<file path="config.mk">
export PLATFORM = sky130hd
export DESIGN_NAME = divider
export DESIGN_NICKNAME = d
export VERILOG_FILES = /design/src/rtl/hilo_pkg.sv /design/src/rtl/div_step.sv /design/src/rtl/divider.sv
export SDC_FILE = /design/constraint.sdc
export NUM_CORES = 1
export LEC_CHECK = 0
export BUFFER_PORTS_ARGS = -buffer_cell sky130_fd_sc_hd__buf_4
export CELL_PAD_IN_SITES_DETAIL_PLACEMENT = 1
export CELL_PAD_IN_SITES_GLOBAL_PLACEMENT = 1
export CORE_MARGIN = 4
export CORE_UTILIZATION = 30
export CTS_CLUSTER_SIZE = 25
export DETAILED_ROUTE_END_ITERATION = 16
export PLACE_DENSITY_LB_ADDON = 0.1
export SETUP_SLACK_MARGIN = 0.1
export SLEW_MARGIN = 25
export SYNTH_ARGS = -nofsm -noshare
export SYNTH_HDL_FRONTEND = slang
export SYNTH_SLANG_ARGS = --single-unit
</file>
<file path="constraint.sdc">
create_clock -name clk -period 3.25 [get_ports clk]
set_input_delay 0.4875 -clock clk [delete_from_list [all_inputs] [get_ports clk]]
set_output_delay 0.4875 -clock clk [all_outputs]
set_load 0.05 [all_outputs]
</file>
<file path="src/rtl/hilo_pkg.sv">
// Shared definitions for the HI/LO unit: function codes and divider state encoding.
package hilo_pkg;

    localparam logic [5:0] MULTU = 6'b011001;
    localparam logic [5:0] MADDU = 6'b011100;
    localparam logic [5:0] DIVU  = 6'b011011;
    localparam logic [5:0] OUT   = 6'b111111;

    typedef enum logic [1:0] {
        IDLE = 2'd0,
        RUN  = 2'd1,
        DONE = 2'd2
    } div_state_e;

endpackage

</file>
<file path="src/rtl/div_step.sv">
// One restoring-division iteration: shift a dividend bit into the partial
// remainder and subtract the divisor when it fits.
module div_step #(
    parameter int WIDTH = 32
) (
    input  logic [WIDTH:0]   rem_i,
    input  logic [WIDTH-1:0] quo_i,
    input  logic [WIDTH-1:0] div_i,
    output logic [WIDTH:0]   rem_o,
    output logic [WIDTH-1:0] quo_o
);

    logic [WIDTH:0] trial;
    logic [WIDTH:0] div_ext;
    logic           fits;

    always_comb begin
        trial   = {rem_i[WIDTH-1:0], quo_i[WIDTH-1]};
        div_ext = {1'b0, div_i};
        fits    = (trial >= div_ext);
        rem_o   = fits ? (trial - div_ext) : trial;
        quo_o   = {quo_i[WIDTH-2:0], fits};
    end

endmodule

</file>
<file path="src/rtl/divider.sv">
// Sequential unsigned restoring divider for the HI/LO unit; one quotient bit
// per clock, result {remainder, quotient} published on OUT.
module divider
    import hilo_pkg::*;
#(
    parameter int WIDTH = 32
) (
    input  logic               clk,
    input  logic               reset,
    input  logic [5:0]         Signal,
    input  logic [WIDTH-1:0]   dataA,
    input  logic [WIDTH-1:0]   dataB,
    output logic [2*WIDTH-1:0] dataOut,
    output logic               busy
);

    localparam int CNT_W = $clog2(WIDTH);
    localparam logic [CNT_W-1:0] LAST_ITER = CNT_W'(WIDTH - 1);

    div_state_e         state_q, state_d;
    logic [CNT_W-1:0]   cnt_q, cnt_d;
    logic [WIDTH:0]     rem_q, rem_d;
    logic [WIDTH-1:0]   quo_q, quo_d;
    logic [WIDTH-1:0]   div_q, div_d;
    logic [2*WIDTH-1:0] dout_q, dout_d;
    logic               busy_q, busy_d;

    logic [WIDTH:0]     step_rem;
    logic [WIDTH-1:0]   step_quo;

    div_step #(
        .WIDTH (WIDTH)
    ) u_div_step (
        .rem_i (rem_q),
        .quo_i (quo_q),
        .div_i (div_q),
        .rem_o (step_rem),
        .quo_o (step_quo)
    );

    always_comb begin
        state_d = state_q;
        cnt_d   = cnt_q;
        rem_d   = rem_q;
        quo_d   = quo_q;
        div_d   = div_q;
        dout_d  = dout_q;

        case (state_q)
            IDLE, DONE: begin
                if (Signal == DIVU) begin
                    state_d = RUN;
                    cnt_d   = '0;
                    rem_d   = '0;
                    quo_d   = dataA;
                    div_d   = dataB;
                end else if (state_q == DONE && Signal == OUT) begin
                    dout_d = {rem_q[WIDTH-1:0], quo_q};
                end
            end
            RUN: begin
                // Commands are ignored while iterating; the counter wraps on the last step.
                rem_d = step_rem;
                quo_d = step_quo;
                cnt_d = cnt_q + 1'b1;
                if (cnt_q == LAST_ITER) begin
                    state_d = DONE;
                end
            end
            default: begin
                state_d = IDLE;
            end
        endcase

        busy_d = (state_d == RUN);
    end

    always_ff @(posedge clk or negedge reset) begin
        if (!reset) begin
            state_q <= IDLE;
            cnt_q   <= '0;
            rem_q   <= '0;
            quo_q   <= '0;
            div_q   <= '0;
            dout_q  <= '0;
            busy_q  <= 1'b0;
        end else begin
            state_q <= state_d;
            cnt_q   <= cnt_d;
            rem_q   <= rem_d;
            quo_q   <= quo_d;
            div_q   <= div_d;
            dout_q  <= dout_d;
            busy_q  <= busy_d;
        end
    end

    assign dataOut = dout_q;
    assign busy    = busy_q;

endmodule

</file>
Yosys cells after proc, flatten, opt, wreduce, memory -nomap -nowiden. Cells that the tools add are included.

Logic and storage cells: 35. Output and inout bits: 65. Register bits after elaboration: 168. Input port bits: 72.

Bitwise logic cells: 1. $add $sub $neg: 2. Reduce and logical (&&, ||, !) cells: 7. Multiplexer cells: 10. Eq/ne operators: 7. Order comparisons: 1.

Operators with widths (number): case mux 32 bit (2 select lines) (2); 2-to-1 mux 32 bit (3); >= comparator 33 x 32 -> 1 bit (1); subtractor 32 bit (1); case mux 5 bit (2 select lines) (1); == test 6 x 5 -> 1 bit (second input constant) (1); == test 6 bit (second input constant) (1); adder 5 x 1 -> 5 bit (second input constant) (1); == test 5 bit (second input constant) (1); 2-to-1 mux 5 bit (1); == test 2 x 1 -> 1 bit (second input constant) (2); 2-to-1 mux 2 bit (2); case mux 2 bit (2 select lines) (1); AND reduction 2 bit (2); AND reduction 3 bit (1); == test 2 bit (second input constant) (1); zero test 2 bit (1); != test 2 bit (second input constant) (1); nonzero test 2 bit (1); OR reduction 2 bit (1); logical AND 1 bit (1); inverter 1 bit (1).

Depth between registers and ports, before layout. Gate-level depths: netlist (run 1).

Depth after elaboration: 4. Depth in mapped cells: 12. Gate-level depth less buffers: 11.

Cells and area by module. A second synthesis (run 1) with hierarchy kept.

Cells, all modules: 1049. Area, all modules: 10351.2 µm².

By module, submodules not included: divider (times used 1, area an instance 7698.6 µm², cells an instance 652, seq. area each 4229.1 µm²); div_step (times used 1, area an instance 2652.5 µm², cells an instance 397, seq. area each 0.0 µm²).

Worst setup path after synthesis (run 1). OpenSTA, ideal clock, no wires.

Path type: reg2reg. Start point: reg quo_q[31]. End point: reg rem_q[26]. Clock period less this slack: 2624 ps. Stages on the path, launching flop included: 12. Library setup time: 77 ps. Arrival: 2548 ps. Path buffers: 0. Setup slack: 626 ps. Required time: 3173 ps. Cells stage by stage: dfrtp_1 inv_1 ha_1 fa_1 nand2b_1 a21oi_2 o211ai_1 a2111oi_4 o21ai_2 or3_1 a31o_2 o21ai_1.

Word-level cells in the longest chain between the ends: 3. Elaborated cells on any way between the ends: 4. Those cells by class: add/sub (1); order compare (1); mux (2).

RTL lines: from (decl) (line divider.sv:23) `logic [WIDTH-1:0] quo_q, quo_d;`; from (signal assigned) (line divider.sv:91) `quo_q <= quo_d;`; subtractor 32 bit / >= comparator 33 x 32 -> 1 bit (equally long branches) (line div_step.sv:21, div_step.sv:20); 2-to-1 mux 32 bit (*) (line div_step.sv:21) `rem_o = fits ? (trial - div_ext) : trial;`; case mux 32 bit (2 select lines) (*) (line divider.sv:49) `case (state_q)`; to (signal assigned) (line divider.sv:90) `rem_q <= rem_d;`; to (decl) (line divider.sv:22) `logic [WIDTH:0] rem_q, rem_d;`.

Every way passes the cells marked *; elsewhere a longest branch is shown, timed or not. A chain may end at the register's enable or synchronous reset.

Worst setup path in the final report (run 1). Ends and elaborated chain as after synthesis.

==> flow_summary.ini, run 1 <==
[worst_setup_path]
worstSetupEndpointType = register
arrival_ps = 3380
crit_type = register to register
timing.critical_path.from_type = register
critical_path_peak_fanout = 5
required_ps = 3610
r2r_cells = 11

[pwr]
p_leak_nw = 5.12
p_per_area_mw_per_mm2 = 875
totalPowerFinal_mw = 9.64
peakVddDrop_v = 0.000327

[logic_synthesis]
async_reset_ff_share_pct = 100
synthSimpleGateAreaFrac_pct = 13.5
synth_compound_area_share_pct = 14.8
syn-num-nets = 984
synth_area_leaders = dfrtp_1, mux2_2, nand2_1, o21ai_0, ha_1
synth_xor_area_share_pct = 2.29
synth.distinct_cells = 66
syn-cell-area_mm2 = 0.00881
yosysTopAreaCell = dfrtp_1
synth_flop_cell = dfrtp_1
netlist.area_leader.share_pct = 47.7
synth_mux_area_share_pct = 12.6
postSynthAreaPerCell_um2 = 10.0
yosys.area_share.adder_pct = 5.06
seq_area_frac_synth_pct = 47.7
synth_seq_cells = 168
yosysWarnings = 0
synth_edf_count = 0
synthCells = 877
synth_top_family_by_area = compound AO/OA/AOI/OAI gates

[clock_tree]
clock_sinks = 168
clk_path_buf_depth = 2
clk_latency_ps = 440
root_buffer = clkbuf_16
path_clk_slew_ps = 80
cts_made_buffers = 17
cts.htree.levels = 4
cts_tree = yes

[job]
cap_violations = 0

[routing]
viasPerCell = 4.96
postRouteAntennaNets = 0
via_count = 6978
wl_per_cell_um = 17.5
drc = 0
first_pass_iters = 4
drtIter0Drc = 256
drt-total-wl_um = 24600

[floorplanning]
io_pins = 137
die_area_mm2 = 0.0322
core_area_mm2 = 0.0289
fp.dieH_um = 179
start_util_pct = 30.5
die_x_um = 179
rows = 62

[finish]
drive_above_1_share_pct = 27.2
fin_nets = 1118
stdcell_count = 1408
syn2layout_area_growth_pct = 25.0
antenna_cells = 0
final_cell_mix = dfrtp_1, buf_4, nand2_1
layout_commonest_cell = dfrtp_1

[placement]
port_buffers = 136
dp_cells = 1373
place.gp.congestion = 0.809
place_hpwl_um = 18000

[sta]
rsz0062_at_grt = yes
clock_skew_ps = 12.4
tns_ps = 0
period_share_pct = 92.8
max_freq_mhz = 332
fin_crit_ps = 3020
setup_violations = 0
worst-slew-pin-transition_ps = 773
timing.final.hold_violations = 0
relSlewSlack_pct = 48.5
maxSlewViolCount = 0

[global_route]
grt_pass1_vias = 7219
grt_pass1_wl_um = 39600
overflow = 0
grt_util_all_layers_pct = 15.5
antenna_found_initial = 0
grt_max_degree = 65

[worst_hold_path]
min_path_cells = 3
worstHoldPathType = input pin to register

[status]
status = completed
==> critical path, stage by stage (launching register included) <==
cell and delay, ps:
dfrtp_1 370, inv_1 60, ha_1 220, fa_1 380, nand2b_1 210, a21oi_2 190
o211ai_1 210, a2111oi_4 520, o21ai_4 130, or3_1 340, a31o_2 210, o21ai_1 100
==> flip-flops by register name (all words and copies together), names as in the netlist <==
| signal | flops |
|---|---|
| dataOut | 64 |
| div_q | 32 |
| quo_q | 32 |
| rem_q | 32 |
| cnt_q | 5 |
| state_q | 2 |
| busy | 1 |
==> metal layers <==
| metal | vias to the layer above | GRT usage [%] | routed length, um |
|---|---|---|---|
| met1 | 3471 | 21.8 | 12100 |
| li1 | 3389 | - | - |
| met4 | 0 | 3.08 | 248 |
| met2 | 104 | 25.0 | 11500 |
| met5 | - | 0 | 0 |
| met3 | 14 | 2.94 | 730 |
==> timing repair <==
action,CTS,global route
hold buffers,1,0
resized for setup,0,2
hold endpoints to repair,43,0
endpoints found under the setup margin,0,2
buffers inserted,0,2
==> synthesized netlist by cell type, types with 2 or more instances <==
| cell type | count |
|---|---|
| a31o_2 | 3 |
| nand4b_1 | 3 |
| o221ai_1 | 3 |
| nand3_1 | 44 |
| buf_1 | 2 |
| nor3_1 | 7 |
| a31oi_1 | 3 |
| nor2b_1 | 6 |
| or3_1 | 2 |
| o311ai_0 | 4 |
| a2bb2oi_1 | 2 |
| and2_1 | 3 |
| o211ai_1 | 8 |
| nand4_1 | 8 |
| a211oi_1 | 6 |
| nor4_1 | 4 |
| o21ai_1 | 4 |
| a22o_1 | 2 |
| a221oi_1 | 2 |
| and3_1 | 9 |
| dfrtp_1 | 168 |
| xnor2_1 | 15 |
| nor2_1 | 29 |
| a2111oi_0 | 2 |
| o22ai_1 | 5 |
| buf_2 | 13 |
| o21a_1 | 6 |
| a32oi_1 | 10 |
| mux2_2 | 65 |
| xor2_1 | 8 |
| a21oi_1 | 31 |
| ha_1 | 34 |
| inv_1 | 41 |
| clkbuf_1 | 30 |
| nand2_1 | 125 |
| or4_1 | 2 |
| o31ai_1 | 2 |
| o21ai_0 | 89 |
| nand2b_1 | 8 |
| a21o_1 | 6 |
| mux2i_1 | 38 |
==> layout make-up <==
class	count	area, um^2
tap	384	480
inverter	41	154
sequential	168	4200
fill	3293	17800
timing repair buffer	162	1260
clock buffer	17	425
clock inverter	15	194
multi-input combinational	621	4290
==> kinds of logic (layout without fill, tap and decap cells) <==
| logic type | after synthesis | after routing |
|---|---|---|
| AO/OA/AOI/OAI | 203 | 203 |
| XOR/XNOR | 23 | 23 |
| adder cells (fa/ha/maj) | 35 | 35 |
| buffers and inverters | 88 | 235 |
| flip-flops | 168 | 168 |
| multiplexers | 103 | 103 |
| AND/OR/NAND/NOR | 257 | 257 |
==> worst paths after layout <==
| kind | startpoint | to | slack [ps] |
|---|---|---|---|
| setup reg to reg | quo_q[31] | rem_q[26] | 230 |
| hold reg to reg | quo_q[0] | quo_q[1] | 500 |
| setup / recovery | quo_q[31] | rem_q[26] | 230 |
| min in group asynchronous | reset | div_q[5] | 560 |
| hold / removal | dataB[10] | div_q[10] | 250 |
| max in group asynchronous | reset | rem_q[25] | 1970 |
==> power breakdown <==
part / leakage [nW] / switching [mW] / internal, mW
sequential: 2.18 / 0.402 / 2.64
combinational: 2.64 / 2.77 / 1.72
clock: 0.300 / 1.05 / 1.06
==> through the flow <==
step / hold WS (ps) / setup WS, ps / instance area (um^2) / util, %
3_3_place_gp: 464 / 333 / 10400 / 35.9
4_1_cts: 232 / 264 / 11000 / 38.1
3_5_place_dp: 458 / 314 / 10400 / 35.9
5_1_grt: 232 / 86.4 / 11000 / 38.2
6_report: 249 / 235 / 11000 / 38.2
2_1_floorplan: 192 / 626 / 8810 / -
Note: power is estimated with default switching activity, not from simulation.
==> inputs of run 2 (changes only) <==
--- a/config.mk
+++ b/config.mk
@@ -13,4 +13,5 @@
 export CTS_CLUSTER_SIZE = 25
 export DETAILED_ROUTE_END_ITERATION = 16
+export HOLD_SLACK_MARGIN = 0.1
 export PLACE_DENSITY_LB_ADDON = 0.1
 export SETUP_SLACK_MARGIN = 0.1
==> constraint.sdc (replaced) <==
create_clock -name clk -period 3.25 [get_ports clk]
set_input_delay 0.8125 -clock clk [delete_from_list [all_inputs] [get_ports clk]]
set_output_delay 0.8125 -clock clk [all_outputs]
set_load 0.05 [all_outputs]
==> run 2 against run 1 <==
Clock power grew 2%; final area fell by 0.19%; first-iteration DRC count up 18%; worst setup slack improved by 110 ps; combinational power grew 0.9%; sequential cell count did not move; power rose by 0.92%; count of clock-buffer cells in the layout rose by 1; critical path type unchanged; highest routed layer unchanged.
==> flow_summary.ini, run 2 (same netlist as run 1, synthesis figures left out) <==
[clock_tree]
clk_latency_ps = 440
cts_made_buffers = 17
clk_path_buf_depth = 2
postCtsHoldBufs = 0
clock_sinks = 168
cts.htree.levels = 4
cts_tree = yes
path_clk_slew_ps = 70
root_buffer = clkbuf_16

[finish]
largest_register_ffs = 64
layout_commonest_cell = dfrtp_1
antenna_cells = 0
syn2layout_area_growth_pct = 24.8
fin_nets = 1113
drive_above_1_share_pct = 26.9
fillers = 3270
final_cell_mix = dfrtp_1, buf_4, nand2_1

[routing]
first_pass_iters = 4
drtIter0Drc = 301
postRouteAntennaNets = 0
drc = 0
drt-total-wl_um = 24700
viasPerCell = 5.00
wl_per_cell_um = 17.6
via_count = 7008

[sta]
setup_violations = 0
rsz0062_at_grt = no
maxSlewViolCount = 0
period_share_pct = 89.5
fin_crit_ps = 2910
clock_skew_ps = 14.5
tns_ps = 0
relSlewSlack_pct = 40.0
fin_ws_ps = 343
timing.final.hold_violations = 0
max_freq_mhz = 344
worst-slew-pin-transition_ps = 898

[global_route]
grt_pass1_vias = 7323
grt_max_degree = 111
grt_pass1_wl_um = 40000
antenna_found_initial = 0
overflow = 0
grt_util_all_layers_pct = 15.7

[placement]
place.gp.congestion = 0.816
dp_slack_ps = 308
place_hpwl_um = 17400
port_buffers = 136

[worst_setup_path]
worstSetupEndpointType = register
startpoint = quo_q[31]
r2r_cells = 11
r2r-start = quo_q[31]
timing.critical_path.from_type = register
arrival_ps = 3270
ff2ff_setup_slack_ps = 340
crit_type = register to register
rr_endpoint = rem_q[26]
critical_path_peak_fanout = 5
required_ps = 3610

[floorplanning]
io_pins = 137
fp.dieH_um = 179
die_area_mm2 = 0.0322
rows = 62
die_x_um = 179
start_util_pct = 30.5
core_area_mm2 = 0.0289

[pwr]
p_leak_nw = 5.10
p_per_area_mw_per_mm2 = 885
peakVddDrop_v = 0.000421

[worst_hold_path]
worstHoldPathType = input pin to async pin

[job]
cap_violations = 0

[status]
status = completed
[run 2: cell count changes in the layout (fill, tap and decap cells not counted), sizes merged]
cell	delta
buf	-4
bufinv	+3
clkbuf	+1
clkinv	-6
clkinvlp	+2
dlygate4sd3	-1
[run 2: critical path, stage by stage, from the launching register on]
cell,delay [ps]
dfrtp_1,360
inv_1,60
ha_1,220
fa_1,380
nand2b_1,210
a21oi_2,190
o211ai_1,240
a2111oi_4,390
o21ai_2,180
or3_1,330
a31o_2,200
o21ai_1,100
[run 2: routing by layer]
layer,vias up,track usage (%),routed length [um]
li1,3381,-,-
met1,3486,22.2,12200
met2,124,24.9,11400
met3,17,2.71,837
met4,0,4.54,299
met5,-,0,0
[run 2: per-stage QoR]
step	hold slack (ps)	total power [mW]	cells	utilization, %	cell area (um^2)
final	333	9.72	1403	38.1	11000
after global routing	358	10.5	1403	38.1	11000
after detailed placement	497	7.59	1368	35.8	10300
after CTS	346	9.82	1400	38.0	11000
after global placement	487	7.56	1368	35.8	10300
after floorplan	464	6.20	877	-	8810
[run 2: report_power, final]
group / internal (mW) / leakage (nW) / switching, mW / total (mW)
Combinational: 1.76 / 2.63 / 2.77 / 4.53
Sequential: 2.65 / 2.18 / 0.408 / 3.05
Clock: 1.23 / 0.296 / 0.912 / 2.14
Total: 5.63 / 5.10 / 4.09 / 9.72
[run 2: worst max-delay path by stage]
stage | endpoint | cells past startpoint | slack [ps]
2_1_floorplan | rem_q[26] | 11 | 630
3_3_place_gp | rem_q[8] | 11 | 360
3_5_place_dp | rem_q[5] | 9 | 310
6_report | rem_q[26] | 11 | 340
4_1_cts | rem_q[7] | 11 | 270
5_1_grt | rem_q[26] | 11 | 140
[run 2: timing repair]
item                                    in CTS  in global routing
endpoints found under the setup margin       0                 12
buffers inserted                             0                  3
resized for setup                            0                  2
[run 2: final cells by class]
class	instances	area, um^2	area share, %
Clock buffer	18	429	3.90
Inverter	41	154	1.40
Clock inverter	14	181	1.65
Timing Repair Buffer	157	1240	11.3
Multi-Input combinational cell	621	4300	39.1
Sequential cell	168	4200	38.3
Tap cell	384	480	4.37
==> inputs of run 3 (changes only) <==
REMOVE_ABC_BUFFERS = 1   (was default)
==> run 3 against run 2 <==
Global-route usage grew 0.098 points; maximum frequency down 2.6%; final area fell by 0.58%; combinational power is 1% lower; critical endpoint is now rem_q[10]; worst hold slack improved by 47 ps; final cell count decreased by 0.29%; wire length about the same; power shrank 1.9%; clock power down 6%; sequential power about the same; via count decreased by 0.47%.
==> flow_summary.ini, run 3 (same netlist as run 1, synthesis figures left out) <==
[floorplanning]
start_util_pct = 30.5
fp.dieH_um = 179
die_x_um = 179
rows = 62
core_area_mm2 = 0.0289
die_area_mm2 = 0.0322
io_pins = 137

[finish]
final_cell_mix = dfrtp_1, buf_4, nand2_1
drive_above_1_share_pct = 27.1
fin_nets = 1109
seq_area_mm2 = 0.00420
fillers = 3278
largest_register_ffs = 64
antenna_cells = 0
layout_commonest_cell = dfrtp_1
multiInputGateArea_mm2 = 0.00431
syn2layout_area_growth_pct = 24.0

[sta]
period_share_pct = 91.8
timing.final.hold_violations = 0
worst-slew-pin-transition_ps = 894
setup_violations = 0
clock_skew_ps = 17.7
rsz0062_at_grt = yes
maxSlewViolCount = 0
relSlewSlack_pct = 40.3
fin_crit_ps = 2980
fin_ws_ps = 266
max_freq_mhz = 335

[worst_setup_path]
worstSetupEndpointType = register
r2r-start = rem_q[22]
ff2ff_setup_slack_ps = 270
critical_path_peak_fanout = 20
required_ps = 3620
r2r_cells = 10
arrival_ps = 3350
timing.critical_path.from_type = register
crit_type = register to register
rr_endpoint = rem_q[10]

[pwr]
p_leak_nw = 5.06
p_switching_mw = 4.16
share_comb_of_total_power_pct = 46.8
switching_share_pct = 43.6
p_per_area_mw_per_mm2 = 873
internal_power_mw = 5.38
pwr-share-clk_pct = 21.2
totalPowerFinal_mw = 9.54
peakVddDrop_v = 0.000349
power.share.sequential_pct = 32.0

[routing]
drt-total-wl_um = 24700
drtIter0Drc = 374
wl_per_cell_um = 17.7
via_count = 6975
drc = 0
postRouteAntennaNets = 0
viasPerCell = 4.99
first_pass_iters = 4

[global_route]
busiest_layer = met2
grt_pass1_wl_um = 40500
grt_util_met2_pct = 24.4
grt_pass1_vias = 7499
overflow = 0
grt_util_all_layers_pct = 15.8
grtUsageMet3_pct = 4.80
grt_max_degree = 111
met1_usage_pct = 21.9
antenna_found_initial = 0

[placement]
dp_slack_ps = 156
place.gp.congestion = 0.820
port_buffers = 136
place_hpwl_um = 17500

[job]
cap_violations = 0

[status]
status = completed

[worst_hold_path]
worstHoldPathType = input pin to async pin

[clock_tree]
path_clk_slew_ps = 70
cts_made_buffers = 17
clock_sinks = 168
cts.htree.levels = 4
root_buffer = clkbuf_16
cts_tree = yes
clk_latency_ps = 440
post_cts_buffers = 0
clk_path_buf_depth = 2
[run 3: per-layer routing]
| metal | up-vias | share of wire [%] |
|---|---|---|
| met5 | - | 0 |
| met4 | 0 | 1.4 |
| met3 | 21 | 5.9 |
| met2 | 122 | 45 |
| met1 | 3455 | 47 |
| li1 | 3377 | - |
[run 3: final cells by class]
| class | instances | area share [%] |
|---|---|---|
| timing repair buffer | 153 | 11.0 |
| inverter | 41 | 1.41 |
| clock buffer | 17 | 3.89 |
| tap | 384 | 4.40 |
| sequential | 168 | 38.5 |
| clock inverter | 15 | 1.42 |
| multi-input combinational | 621 | 39.4 |
[run 3: power by group through the flow]
stage               clock network [mW]  registers, mW  logic, mW
floorplan                            0           3.18       2.94
global placement                     0           3.09       4.44
detailed placement                   0           3.09       4.47
CTS                               2.12           3.06       4.50
global route                      2.20           3.14       5.02
finish                            2.02           3.06       4.47
[run 3: worst max-delay path by stage]
stage               from         to  slack (ps)  depth (start not counted)
3_5_place_dp   rem_q[25]  rem_q[10]         160                         10
3_3_place_gp   rem_q[25]  rem_q[10]         210                         10
2_1_floorplan  Signal[4]   rem_q[5]       -4190                          5
6_report       rem_q[22]  rem_q[10]         270                         10
4_1_cts        rem_q[25]  rem_q[10]         120                         10
5_1_grt        rem_q[26]  rem_q[25]          90                         10
[run 3: metrics by stage]
stage / utilization [%] / instances / instance area (um^2) / TNS [ps] / hold WS [ps]
floorplan: - / 830 / 8610 / -355130 / 464
global placement: 35.8 / 1367 / 10300 / 0 / 490
detailed placement: 35.8 / 1367 / 10300 / 0 / 495
CTS: 37.8 / 1399 / 10900 / 0 / 396
global route: 37.9 / 1399 / 10900 / 0 / 423
finish: 37.9 / 1399 / 10900 / 0 / 380
[run 3: critical path: stages (launching register included)]
cell and delay, ps:
dfrtp_1 410, ha_1 450, nand2_1 140, o21ai_0 280, nor2_1 140, o2bb2ai_1 180, a31oi_4 290, a21boi_4 190
buf_12 210, or4_1 520, nand3_1 100
[run 3: timing repair]
| action | CTS | global route |
|---|---|---|
| setup endpoints to repair | 0 | 2 |
| gates resized for setup | 0 | 6 |
| hold buffers | 0 | 0 |
